==> src/rtl/dwt_pkg.sv <==
// Shared definitions for the streaming Haar DWT engine.
// - SCALE/SHIFT/ROUND: Q8 approximation of 1/sqrt(2) with round-half-up.
// - MAX_DW/WIDE_W: widest supported sample and the matching product width.
// - pair_t: one assembled sample pair plus its framing flags.
// - sat_to_dw: clamps a wide signed value into a DW-bit signed range.
package dwt_pkg;

  localparam int SCALE  = 181;
  localparam int SHIFT  = 8;
  localparam int ROUND  = 128;
  localparam int MAX_DW = 24;
  localparam int WIDE_W = MAX_DW + 10;

  typedef enum logic [0:0] {
    ST_EVEN = 1'b0,
    ST_ODD  = 1'b1
  } asm_state_e;

  // Samples are carried sign-extended to MAX_DW so one type serves every DW.
  typedef struct packed {
    logic [MAX_DW-1:0] x0;
    logic [MAX_DW-1:0] x1;
    logic              last;
    logic              pad;
  } pair_t;

  // Clamp v into [-2^(dw-1), 2^(dw-1)-1]; a result differing from v means saturation.
  function automatic logic signed [WIDE_W-1:0] sat_to_dw(
    input logic signed [WIDE_W-1:0] v,
    input int unsigned              dw
  );
    logic signed [WIDE_W-1:0] one_v;
    logic signed [WIDE_W-1:0] hi_v;
    logic signed [WIDE_W-1:0] lo_v;
    logic signed [WIDE_W-1:0] res_v;
    one_v = 34'sd1;
    hi_v  = (one_v <<< (dw - 32'd1)) - one_v;
    lo_v  = -hi_v - one_v;
    if (v > hi_v) begin
      res_v = hi_v;
    end else if (v < lo_v) begin
      res_v = lo_v;
    end else begin
      res_v = v;
    end
    return res_v;
  endfunction

endpackage

==> src/rtl/dwt_haar_pair_core.sv <==
// Arithmetic pipeline for one Haar pair: S2 (sum/difference), S3 (scaled and
// rounded products), then the saturated output register.
// Ports:
//   clk, rst            clock, asynchronous active-high reset
//   en                  global advance enable; every stage holds when low
//   in_vld, in_pair     assembled pair from the S1 register
//   out_vld, out_ca,
//   out_cd, out_last,
//   out_pad             registered coefficient pair and framing flags
//   sat_ca, sat_cd      a saturated coefficient is entering the output register
module dwt_haar_pair_core
  import dwt_pkg::*;
#(
  parameter int DW = 16
) (
  input  logic          clk,
  input  logic          rst,
  input  logic          en,
  input  logic          in_vld,
  input  pair_t         in_pair,
  output logic          out_vld,
  output logic [DW-1:0] out_ca,
  output logic [DW-1:0] out_cd,
  output logic          out_last,
  output logic          out_pad,
  output logic          sat_ca,
  output logic          sat_cd
);

  localparam int SW = DW + 1;
  localparam int PW = DW + 10;
  localparam logic signed [PW-1:0] SCALE_K = PW'(SCALE);
  localparam logic signed [PW-1:0] ROUND_K = PW'(ROUND);

  logic signed [MAX_DW:0]   x0_ext_s;
  logic signed [MAX_DW:0]   x1_ext_s;
  logic signed [SW-1:0]     s2_s_r;
  logic signed [SW-1:0]     s2_d_r;
  logic                     s2_vld_r;
  logic                     s2_last_r;
  logic                     s2_pad_r;
  logic signed [PW-1:0]     p_s;
  logic signed [PW-1:0]     q_s;
  logic signed [PW-1:0]     s3_ca_r;
  logic signed [PW-1:0]     s3_cd_r;
  logic                     s3_vld_r;
  logic                     s3_last_r;
  logic                     s3_pad_r;
  logic signed [WIDE_W-1:0] ca_wide_s;
  logic signed [WIDE_W-1:0] cd_wide_s;
  logic signed [WIDE_W-1:0] ca_clip_s;
  logic signed [WIDE_W-1:0] cd_clip_s;

  // One guard bit so the sum/difference of two DW-bit samples never overflows.
  assign x0_ext_s = $signed({in_pair.x0[MAX_DW-1], in_pair.x0});
  assign x1_ext_s = $signed({in_pair.x1[MAX_DW-1], in_pair.x1});

  // S2: sum and difference of the pair.
  always_ff @(posedge clk or posedge rst) begin
    if (rst) begin
      s2_vld_r  <= 1'b0;
      s2_s_r    <= {SW{1'b0}};
      s2_d_r    <= {SW{1'b0}};
      s2_last_r <= 1'b0;
      s2_pad_r  <= 1'b0;
    end else if (en) begin
      s2_vld_r  <= in_vld;
      s2_s_r    <= SW'(x0_ext_s + x1_ext_s);
      s2_d_r    <= SW'(x0_ext_s - x1_ext_s);
      s2_last_r <= in_pair.last;
      s2_pad_r  <= in_pair.pad;
    end
  end

  // Scale by 181/256; DW+1 bits times a 9-bit signed constant fits in DW+10.
  always_comb begin
    p_s = PW'(s2_s_r) * SCALE_K;
    q_s = PW'(s2_d_r) * SCALE_K;
  end

  // S3: add half an LSB and floor-shift, giving round-half-up toward +inf.
  always_ff @(posedge clk or posedge rst) begin
    if (rst) begin
      s3_vld_r  <= 1'b0;
      s3_ca_r   <= {PW{1'b0}};
      s3_cd_r   <= {PW{1'b0}};
      s3_last_r <= 1'b0;
      s3_pad_r  <= 1'b0;
    end else if (en) begin
      s3_vld_r  <= s2_vld_r;
      s3_ca_r   <= (p_s + ROUND_K) >>> SHIFT;
      s3_cd_r   <= (q_s + ROUND_K) >>> SHIFT;
      s3_last_r <= s2_last_r;
      s3_pad_r  <= s2_pad_r;
    end
  end

  // Clamp to DW bits; any change made by the clamp is a saturation event.
  always_comb begin
    ca_wide_s = WIDE_W'(s3_ca_r);
    cd_wide_s = WIDE_W'(s3_cd_r);
    ca_clip_s = sat_to_dw(ca_wide_s, DW);
    cd_clip_s = sat_to_dw(cd_wide_s, DW);
    sat_ca    = en && s3_vld_r && (ca_clip_s != ca_wide_s);
    sat_cd    = en && s3_vld_r && (cd_clip_s != cd_wide_s);
  end

  // Output register: holds the pair stable while downstream stalls.
  always_ff @(posedge clk or posedge rst) begin
    if (rst) begin
      out_vld  <= 1'b0;
      out_ca   <= {DW{1'b0}};
      out_cd   <= {DW{1'b0}};
      out_last <= 1'b0;
      out_pad  <= 1'b0;
    end else if (en) begin
      out_vld  <= s3_vld_r;
      out_ca   <= ca_clip_s[DW-1:0];
      out_cd   <= cd_clip_s[DW-1:0];
      out_last <= s3_last_r;
      out_pad  <= s3_pad_r;
    end
  end

endmodule

==> src/rtl/dwt_haar_stream.sv <==
// Streaming single-level Haar DWT: pairs up a framed sample stream and emits
// one (cA, cD) pair per two samples; a lone final sample is paired with itself.
// Ports:
//   clk, rst                      clock, asynchronous active-high reset
//   in_valid/in_ready/in_data/
//   in_last                       sample input handshake, frame delimiter
//   out_valid/out_ready/out_ca/
//   out_cd/out_last/out_pad       coefficient output handshake and flags
//   sat_clr                       synchronous clear of sat_cnt (wins over increments)
//   sat_cnt                       count of saturated coefficients, sticky at all-ones
module dwt_haar_stream
  import dwt_pkg::*;
#(
  parameter int DW        = 16,
  parameter int SAT_CNT_W = 16
) (
  input  logic                 clk,
  input  logic                 rst,
  input  logic                 in_valid,
  output logic                 in_ready,
  input  logic [DW-1:0]        in_data,
  input  logic                 in_last,
  output logic                 out_valid,
  input  logic                 out_ready,
  output logic [DW-1:0]        out_ca,
  output logic [DW-1:0]        out_cd,
  output logic                 out_last,
  output logic                 out_pad,
  input  logic                 sat_clr,
  output logic [SAT_CNT_W-1:0] sat_cnt
);

  asm_state_e           state_r;
  asm_state_e           state_nxt_s;
  logic [DW-1:0]        x0_r;
  logic                 x0_load_s;
  logic                 en_s;
  logic                 accept_s;
  logic [MAX_DW-1:0]    in_ext_s;
  logic [MAX_DW-1:0]    x0_ext_s;
  logic                 pair_vld_s;
  pair_t                pair_s;
  logic                 s1_vld_r;
  pair_t                s1_pair_r;
  logic                 sat_ca_s;
  logic                 sat_cd_s;
  logic [SAT_CNT_W:0]   sat_sum_s;

  // The whole pipeline advances together, so the input is ready exactly when
  // the output register is empty or being drained this cycle.
  assign en_s     = !out_valid || out_ready;
  assign in_ready = en_s;
  assign accept_s = in_valid && en_s;
  assign in_ext_s = MAX_DW'($signed(in_data));
  assign x0_ext_s = MAX_DW'($signed(x0_r));

  // Assembler state register.
  always_ff @(posedge clk or posedge rst) begin
    if (rst) begin
      state_r <= ST_EVEN;
    end else begin
      state_r <= state_nxt_s;
    end
  end

  // Assembler next state and pair issue.
  always_comb begin
    state_nxt_s = state_r;
    pair_vld_s  = 1'b0;
    pair_s      = {$bits(pair_t){1'b0}};
    x0_load_s   = 1'b0;
    if (accept_s) begin
      case (state_r)
        ST_EVEN: begin
          if (in_last) begin
            // Odd-length frame: duplicate the lone sample so cD comes out 0.
            pair_vld_s  = 1'b1;
            pair_s.x0   = in_ext_s;
            pair_s.x1   = in_ext_s;
            pair_s.last = 1'b1;
            pair_s.pad  = 1'b1;
            state_nxt_s = ST_EVEN;
          end else begin
            x0_load_s   = 1'b1;
            state_nxt_s = ST_ODD;
          end
        end
        ST_ODD: begin
          pair_vld_s  = 1'b1;
          pair_s.x0   = x0_ext_s;
          pair_s.x1   = in_ext_s;
          pair_s.last = in_last;
          pair_s.pad  = 1'b0;
          state_nxt_s = ST_EVEN;
        end
        default: begin
          state_nxt_s = ST_EVEN;
        end
      endcase
    end else begin
      state_nxt_s = state_r;
    end
  end

  // First sample of a pair; kept for as long as the partner takes to arrive.
  always_ff @(posedge clk or posedge rst) begin
    if (rst) begin
      x0_r <= {DW{1'b0}};
    end else if (x0_load_s) begin
      x0_r <= in_data;
    end else begin
      x0_r <= x0_r;
    end
  end

  // S1: assembled pair register.
  always_ff @(posedge clk or posedge rst) begin
    if (rst) begin
      s1_vld_r  <= 1'b0;
      s1_pair_r <= {$bits(pair_t){1'b0}};
    end else if (en_s) begin
      s1_vld_r  <= pair_vld_s;
      s1_pair_r <= pair_s;
    end
  end

  dwt_haar_pair_core #(
    .DW (DW)
  ) u_core (
    .clk      (clk),
    .rst      (rst),
    .en       (en_s),
    .in_vld   (s1_vld_r),
    .in_pair  (s1_pair_r),
    .out_vld  (out_valid),
    .out_ca   (out_ca),
    .out_cd   (out_cd),
    .out_last (out_last),
    .out_pad  (out_pad),
    .sat_ca   (sat_ca_s),
    .sat_cd   (sat_cd_s)
  );

  // Extra top bit catches the carry so the counter can stick at all-ones.
  assign sat_sum_s = {1'b0, sat_cnt} + (SAT_CNT_W+1)'(sat_ca_s) + (SAT_CNT_W+1)'(sat_cd_s);

  // Saturation event counter; clear takes priority over a same-cycle increment.
  always_ff @(posedge clk or posedge rst) begin
    if (rst) begin
      sat_cnt <= {SAT_CNT_W{1'b0}};
    end else if (sat_clr) begin
      sat_cnt <= {SAT_CNT_W{1'b0}};
    end else if (sat_sum_s[SAT_CNT_W]) begin
      sat_cnt <= {SAT_CNT_W{1'b1}};
    end else begin
      sat_cnt <= sat_sum_s[SAT_CNT_W-1:0];
    end
  end

endmodule

==> config.mk <==
export PLATFORM = sky130hd
export DESIGN_NAME = dwt_haar_stream
export DESIGN_NICKNAME = d
export VERILOG_FILES = /design/src/rtl/dwt_pkg.sv /design/src/rtl/dwt_haar_pair_core.sv /design/src/rtl/dwt_haar_stream.sv
export SDC_FILE = /design/constraint.sdc
export NUM_CORES = 1
export LEC_CHECK = 0
export ABC_CLOCK_PERIOD_IN_PS = 5450
export CAP_MARGIN = 20
export CORE_MARGIN = 2
export CORE_UTILIZATION = 56
export CTS_BUF_LIST = sky130_fd_sc_hd__clkbuf_4 sky130_fd_sc_hd__clkbuf_8 sky130_fd_sc_hd__clkbuf_16
export CTS_CLUSTER_DIAMETER = 60
export CTS_CLUSTER_SIZE = 16
export DETAILED_ROUTE_END_ITERATION = 6
export GPL_TIMING_DRIVEN = 1
export PLACE_DENSITY_LB_ADDON = 0.08
export SYNTH_ARGS = -nofsm -noshare
export SYNTH_HDL_FRONTEND = slang
export SYNTH_SLANG_ARGS = --single-unit
==> constraint.sdc <==
create_clock -name clk -period 5.45 [get_ports clk]
set_clock_uncertainty 0.15 [all_clocks]
set_input_delay 0.8175 -clock clk [delete_from_list [all_inputs] [get_ports clk]]
set_output_delay 0.8175 -clock clk [all_outputs]
set_load 0.05 [all_outputs]
After elaboration in Yosys (flattened, before gate mapping):

Cells that the tools add are included.

* register bits: 181
* output and inout port bits: 52
* word-level logic and storage cells: 60

* add/subtract/negate cells: 6
* $mul: 2
* magnitude comparators: 4
* equal/unequal tests: 2
* mux-type cells: 16
* bitwise logic cells: 1
* reductions and logical operators: 6

Operators by type and width (number)
* $mux W34: 4
* $mux W43: 2
* $pmux W43 S2: 1
* $ne A34 B18 Y1: 2
* $add A26 B9 Y26 const B: 2
* $mul A17 B9 Y26 const B: 2
* $gt A18 B16 Y1 const B: 2
* $lt A18 B16 Y1 const B: 2
* $mux W16: 2
* $add A16 B1 Y17: 1
* $add A17 B1 Y17: 1
* $add A17 B17 Y17: 1
* $sub A17 B17 Y17: 1
* $mux W1: 5
* $logic_and A1 B1 Y1: 4
* $pmux W1 S2: 2
* $logic_not A1 Y1: 1
* $logic_or A1 B1 Y1: 1
* $not A1 Y1: 1

Longest topological paths before layout:

* depth in word-level cells: 9
* depth in mapped cells: 18
* mapped depth without buffers: 18

By module:

A second synthesis with hierarchy kept.

* cell total of the unflattened synthesis: 1390
* area, all modules: 14216.1 sq um

By module, submodules not included
* dwt_haar_pair_core: instances 1, cells an instance 1146, area an instance 11277.1 sq um, seq. area each 2752.6 sq um
* dwt_haar_stream: instances 1, cells an instance 244, area an instance 2939.1 sq um, seq. area each 1701.6 sq um

Worst setup path before layout:

Ideal clock, no wire load.

* kind: register to register
* from: reg u_core.s2_d_r[3]
* to: reg u_core.s3_cd_r[16]
* arrival: 4560 ps
* setup slack: 612 ps
* stages on the path, launching flop included: 17
* clock period less this slack: 4838 ps
* cells stage by stage: dfrtp_1 -> ha_1 -> fa_1 -> inv_1 -> fa_1 -> fa_1 -> inv_1 -> ha_1 -> ha_1 -> and4_1 -> a221o_2 -> a41oi_2 -> a31oi_2 -> a31o_4 -> a211oi_2 -> xor2_1 -> o21ai_1

* cells in the longest elaborated chain, start to end: 2

Ends and longest elaborated chain
* from (decl): line dwt_haar_pair_core.sv:38 `logic signed [SW-1:0] s2_d_r;`
* from (signal assigned): line dwt_haar_pair_core.sv:63 `s2_d_r <= {SW{1'b0}};`
* from (signal assigned): line dwt_haar_pair_core.sv:69 `s2_d_r <= SW'(x0_ext_s - x1_ext_s);`
* $mul A17 B9 Y26: line dwt_haar_pair_core.sv:78 `q_s = PW'(s2_d_r) * SCALE_K;`
* $add A26 B9 Y26: line dwt_haar_pair_core.sv:92 `s3_cd_r <= (q_s + ROUND_K) >>> SHIFT;`
* to (signal assigned): line dwt_haar_pair_core.sv:86 `s3_cd_r <= {PW{1'b0}};`
* to (signal assigned): line dwt_haar_pair_core.sv:92
* to (decl): line dwt_haar_pair_core.sv:45 `logic signed [PW-1:0] s3_cd_r;`

No other way between the ends.
A chain may end at the register's enable or synchronous reset.

Final worst setup path:

Ends and elaborated chain as after synthesis.

==> results.py <==
metrics = {
    "run_status": {
        "status": "finished clean",
    },
    "setup_path": {
        "startpoint_type": "flop",
        "rr_worst_depth": 16,
        "worstSetupStartpoint": "u_core.s2_d_r[3]",
        "crit_required_ns": 5.57,
        "cp.depth": 16,
        "slowest_delay_ns": 0.54,
        "cp_max_fo": 6,
        "ff2ff_setup_slack_ns": 0.34,
        "end_kind": "flop",
        "path_cells": "ha_1, fa_1, inv_1, fa_1, fa_1, inv_1, ha_1, ha_1, and4_1, a221o_2, a41oi_2, a31oi_2, a31o_4, a211oi_2, xor2_1, o21ai_1",
        "arrival_ns": 5.23,
        "crit_family": "adder cells",
        "crit_slowest_cell": "fa_1",
        "crit_type": "reg -> reg",
        "timing.rr.start": "u_core.s2_d_r[3]",
        "crit_buf_inv": 2,
    },
    "clock_tree": {
        "post_cts_buffers": 0,
        "clock_sinks": 178,
        "clk_pin_slew_ns": 0.08,
        "clockRootBuffer": "clkbuf_16",
        "ctsHoldBuffers": 0,
        "cts_resized": 0,
        "tritoncts": "done",
        "cts_buffer_depth": 2,
        "cts_made_buffers": 17,
        "clk_latency_ns": 0.43,
        "h-tree-depth": 4,
    },
    "timing": {
        "rsz0062_at_grt": "false",
        "relSlewSlack_pct": 33.1,
        "slew_violations": 0,
        "finalSetupTns_ns": 0,
        "max_freq_ghz": 0.196,
        "worst_pin_slew_ns": 0.997,
        "setup-violations-final": 0,
        "final.period_utilization_pct": 93.8,
        "finalHoldViolCount": 0,
        "min_period_ns": 5.11,
    },
    "global_routing": {
        "gr-total-overflow": 0,
        "grt_usage_pct": 21.7,
        "antenna_found_initial": 0,
        "grt_pass1_wl_um": 45800,
        "grt_start_max_net_pins": 102,
        "grt_pass1_vias": 9622,
    },
    "floorplan": {
        "row_count": 57,
        "coreArea_sq_um": 24200,
        "ios": 74,
        "die_w_um": 160,
        "dieArea_sq_um": 25700,
        "die_h_um": 160,
        "initial_core_util_pct": 56.6,
    },
    "finish": {
        "antennaDiodeCount": 0,
        "layout_commonest_cell": "ha_1",
        "most-common-layout-cells": "ha_1 (207), dfrtp_1 (177), inv_1 (173)",
        "drive_above_1_share_pct": 5.60,
        "area_growth_pct": 12.0,
        "fin_nets": 1719,
    },
    "route": {
        "drt-total-wl_um": 26300,
        "wl_per_cell_um": 15.2,
        "first_pass_iters": 5,
        "vias": 9338,
        "post-route-drc-count": 0,
        "drtIter0Drc": 475,
        "via_per_inst": 5.39,
        "antenna_left": 0,
    },
    "synth": {
        "synthesis.area_sq_um": 13700,
        "yosys_warnings": 0,
        "synthArstFlopShare_pct": 100,
        "synth-seq-cells": 178,
        "ys.flop_type": "dfrtp_1",
        "ys_seq_area_share_pct": 32.5,
        "ys_types": 63,
        "syn_avg_cell_area_sq_um": 10.2,
        "synth.net_count": 1664,
        "postSynthCellCount": 1342,
        "synth-edff-count": 0,
    },
    "min_path": {
        "min_path_cells": 2,
        "hold_path.startpoint": "s1_pair_r[1]",
        "min_path_type": "reg -> reg",
    },
    "placement": {
        "port_buffers": 73,
        "dp_hpwl_um": 20300,
        "gp_congestion": 0.846,
    },
    "job": {
        "drv_cap": 0,
    },
}
[per-stage QoR]
stage	hold slack (ns)	worst slack, ns	utilization (%)	cells	cell area [sq um]
global placement	0.299	0.378	60.9	1699	14700
floorplan	0.289	0.612	-	1342	13700
CTS	0.325	0.230	63.3	1732	15300
global route	0.349	0.0802	63.4	1734	15300
finish	0.322	0.340	63.4	1734	15300
detailed placement	0.306	0.227	60.9	1700	14700
[flip-flops by register name (all words and copies together) (netlist names)]
signal,cells
sat_cnt,16
x0_r,16
u_core.s3_pad_r,1
u_core.s2_d_r,17
u_core.out_cd,16
u_core.out_pad,1
u_core.out_last,1
u_core.out_ca,16
s1_pair_r,34
u_core.s2_last_r,1
state_r,1
u_core.s3_cd_r,18
s1_vld_r,1
u_core.s2_pad_r,1
u_core.s2_vld_r,1
u_core.s3_vld_r,1
u_core.s3_ca_r,18
u_core.out_vld,1
u_core.s2_s_r,16
u_core.s3_last_r,1
[area by class of cell]
type	instances	area, sq um
Clock buffer	18	439
Fill cell	2012	8850
Inverter	175	663
Timing Repair Buffer	82	811
Sequential cell	178	4460
Tap cell	324	405
Multi-Input combinational cell	943	8410
Clock inverter	14	140
[cell usage after synthesis (3+ instances only)]
cell / count / area [sq um]
clkbuf_1: 38 / 143
dfrtp_1: 178 / 4450
a21oi_1: 76 / 380
xnor2_1: 44 / 385
a22oi_1: 3 / 22.5
o21ai_1: 4 / 20.0
a21o_1: 8 / 60.1
nor3_1: 9 / 45.0
o21a_1: 3 / 22.5
o211ai_1: 3 / 22.5
nand2b_1: 10 / 62.6
mux2_2: 17 / 191
a211o_1: 3 / 26.3
o31ai_1: 11 / 82.6
buf_1: 5 / 18.8
fa_1: 93 / 1860
o21bai_1: 10 / 75.1
o22a_1: 31 / 272
or3_1: 8 / 50.1
and4_1: 3 / 26.3
nand4_1: 6 / 37.5
xor2_1: 19 / 166
o21ai_0: 63 / 315
ha_1: 207 / 2590
a222oi_1: 16 / 160
a41oi_1: 3 / 26.3
and3_1: 8 / 50.1
nor3b_1: 3 / 22.5
a211oi_1: 10 / 75.1
buf_2: 3 / 15.0
nor2b_1: 35 / 219
nand3_1: 19 / 95.1
nor4_1: 8 / 50.1
nor2_1: 71 / 267
nand2_1: 104 / 390
a31oi_1: 3 / 18.8
inv_1: 174 / 653
[tightest hold or removal path, delay by kind of cell (launching register included)]
family | cells | cell delay (ns)
and+or+nand+nor | 2 | 0.10
DFF | 1 | 0.35
[kinds of logic (layout without fill, tap and decap cells)]
group | after synthesis | count (layout) | synth area share [%]
AOI/OAI and AO/OA | 267 | 267 | 13.1
xor gates and xnor gates | 63 | 63 | 4.03
and+or+nand+nor | 294 | 294 | 10.2
DFF | 178 | 178 | 32.5
adders and majority gates | 300 | 300 | 32.5
muxes | 19 | 19 | 1.54
buffers and inverters | 221 | 289 | 6.09
[path summary, 6_finish.rpt]
path | to
worst max register to register | u_core.s3_cd_r[16]
worst min register to register | s1_pair_r[1]
min in group asynchronous | u_core.out_cd[3]
max in group asynchronous | u_core.s3_ca_r[1]
worst min-delay path | s1_pair_r[1]
worst max-delay path | u_core.s3_cd_r[16]
[per-layer routing]
metal | track usage [%] | wire length [um] | up-vias
met5 | 0 | 0 | -
met4 | 4.79 | 240 | 0
met3 | 3.00 | 743 | 18
met2 | 38.4 | 12800 | 144
met1 | 28.8 | 12500 | 4479
li1 | - | - | 4697
Power is left out: the tool's default activity adds up to more than one toggle a clock period on the data nets, which glitch-free logic cannot reach.
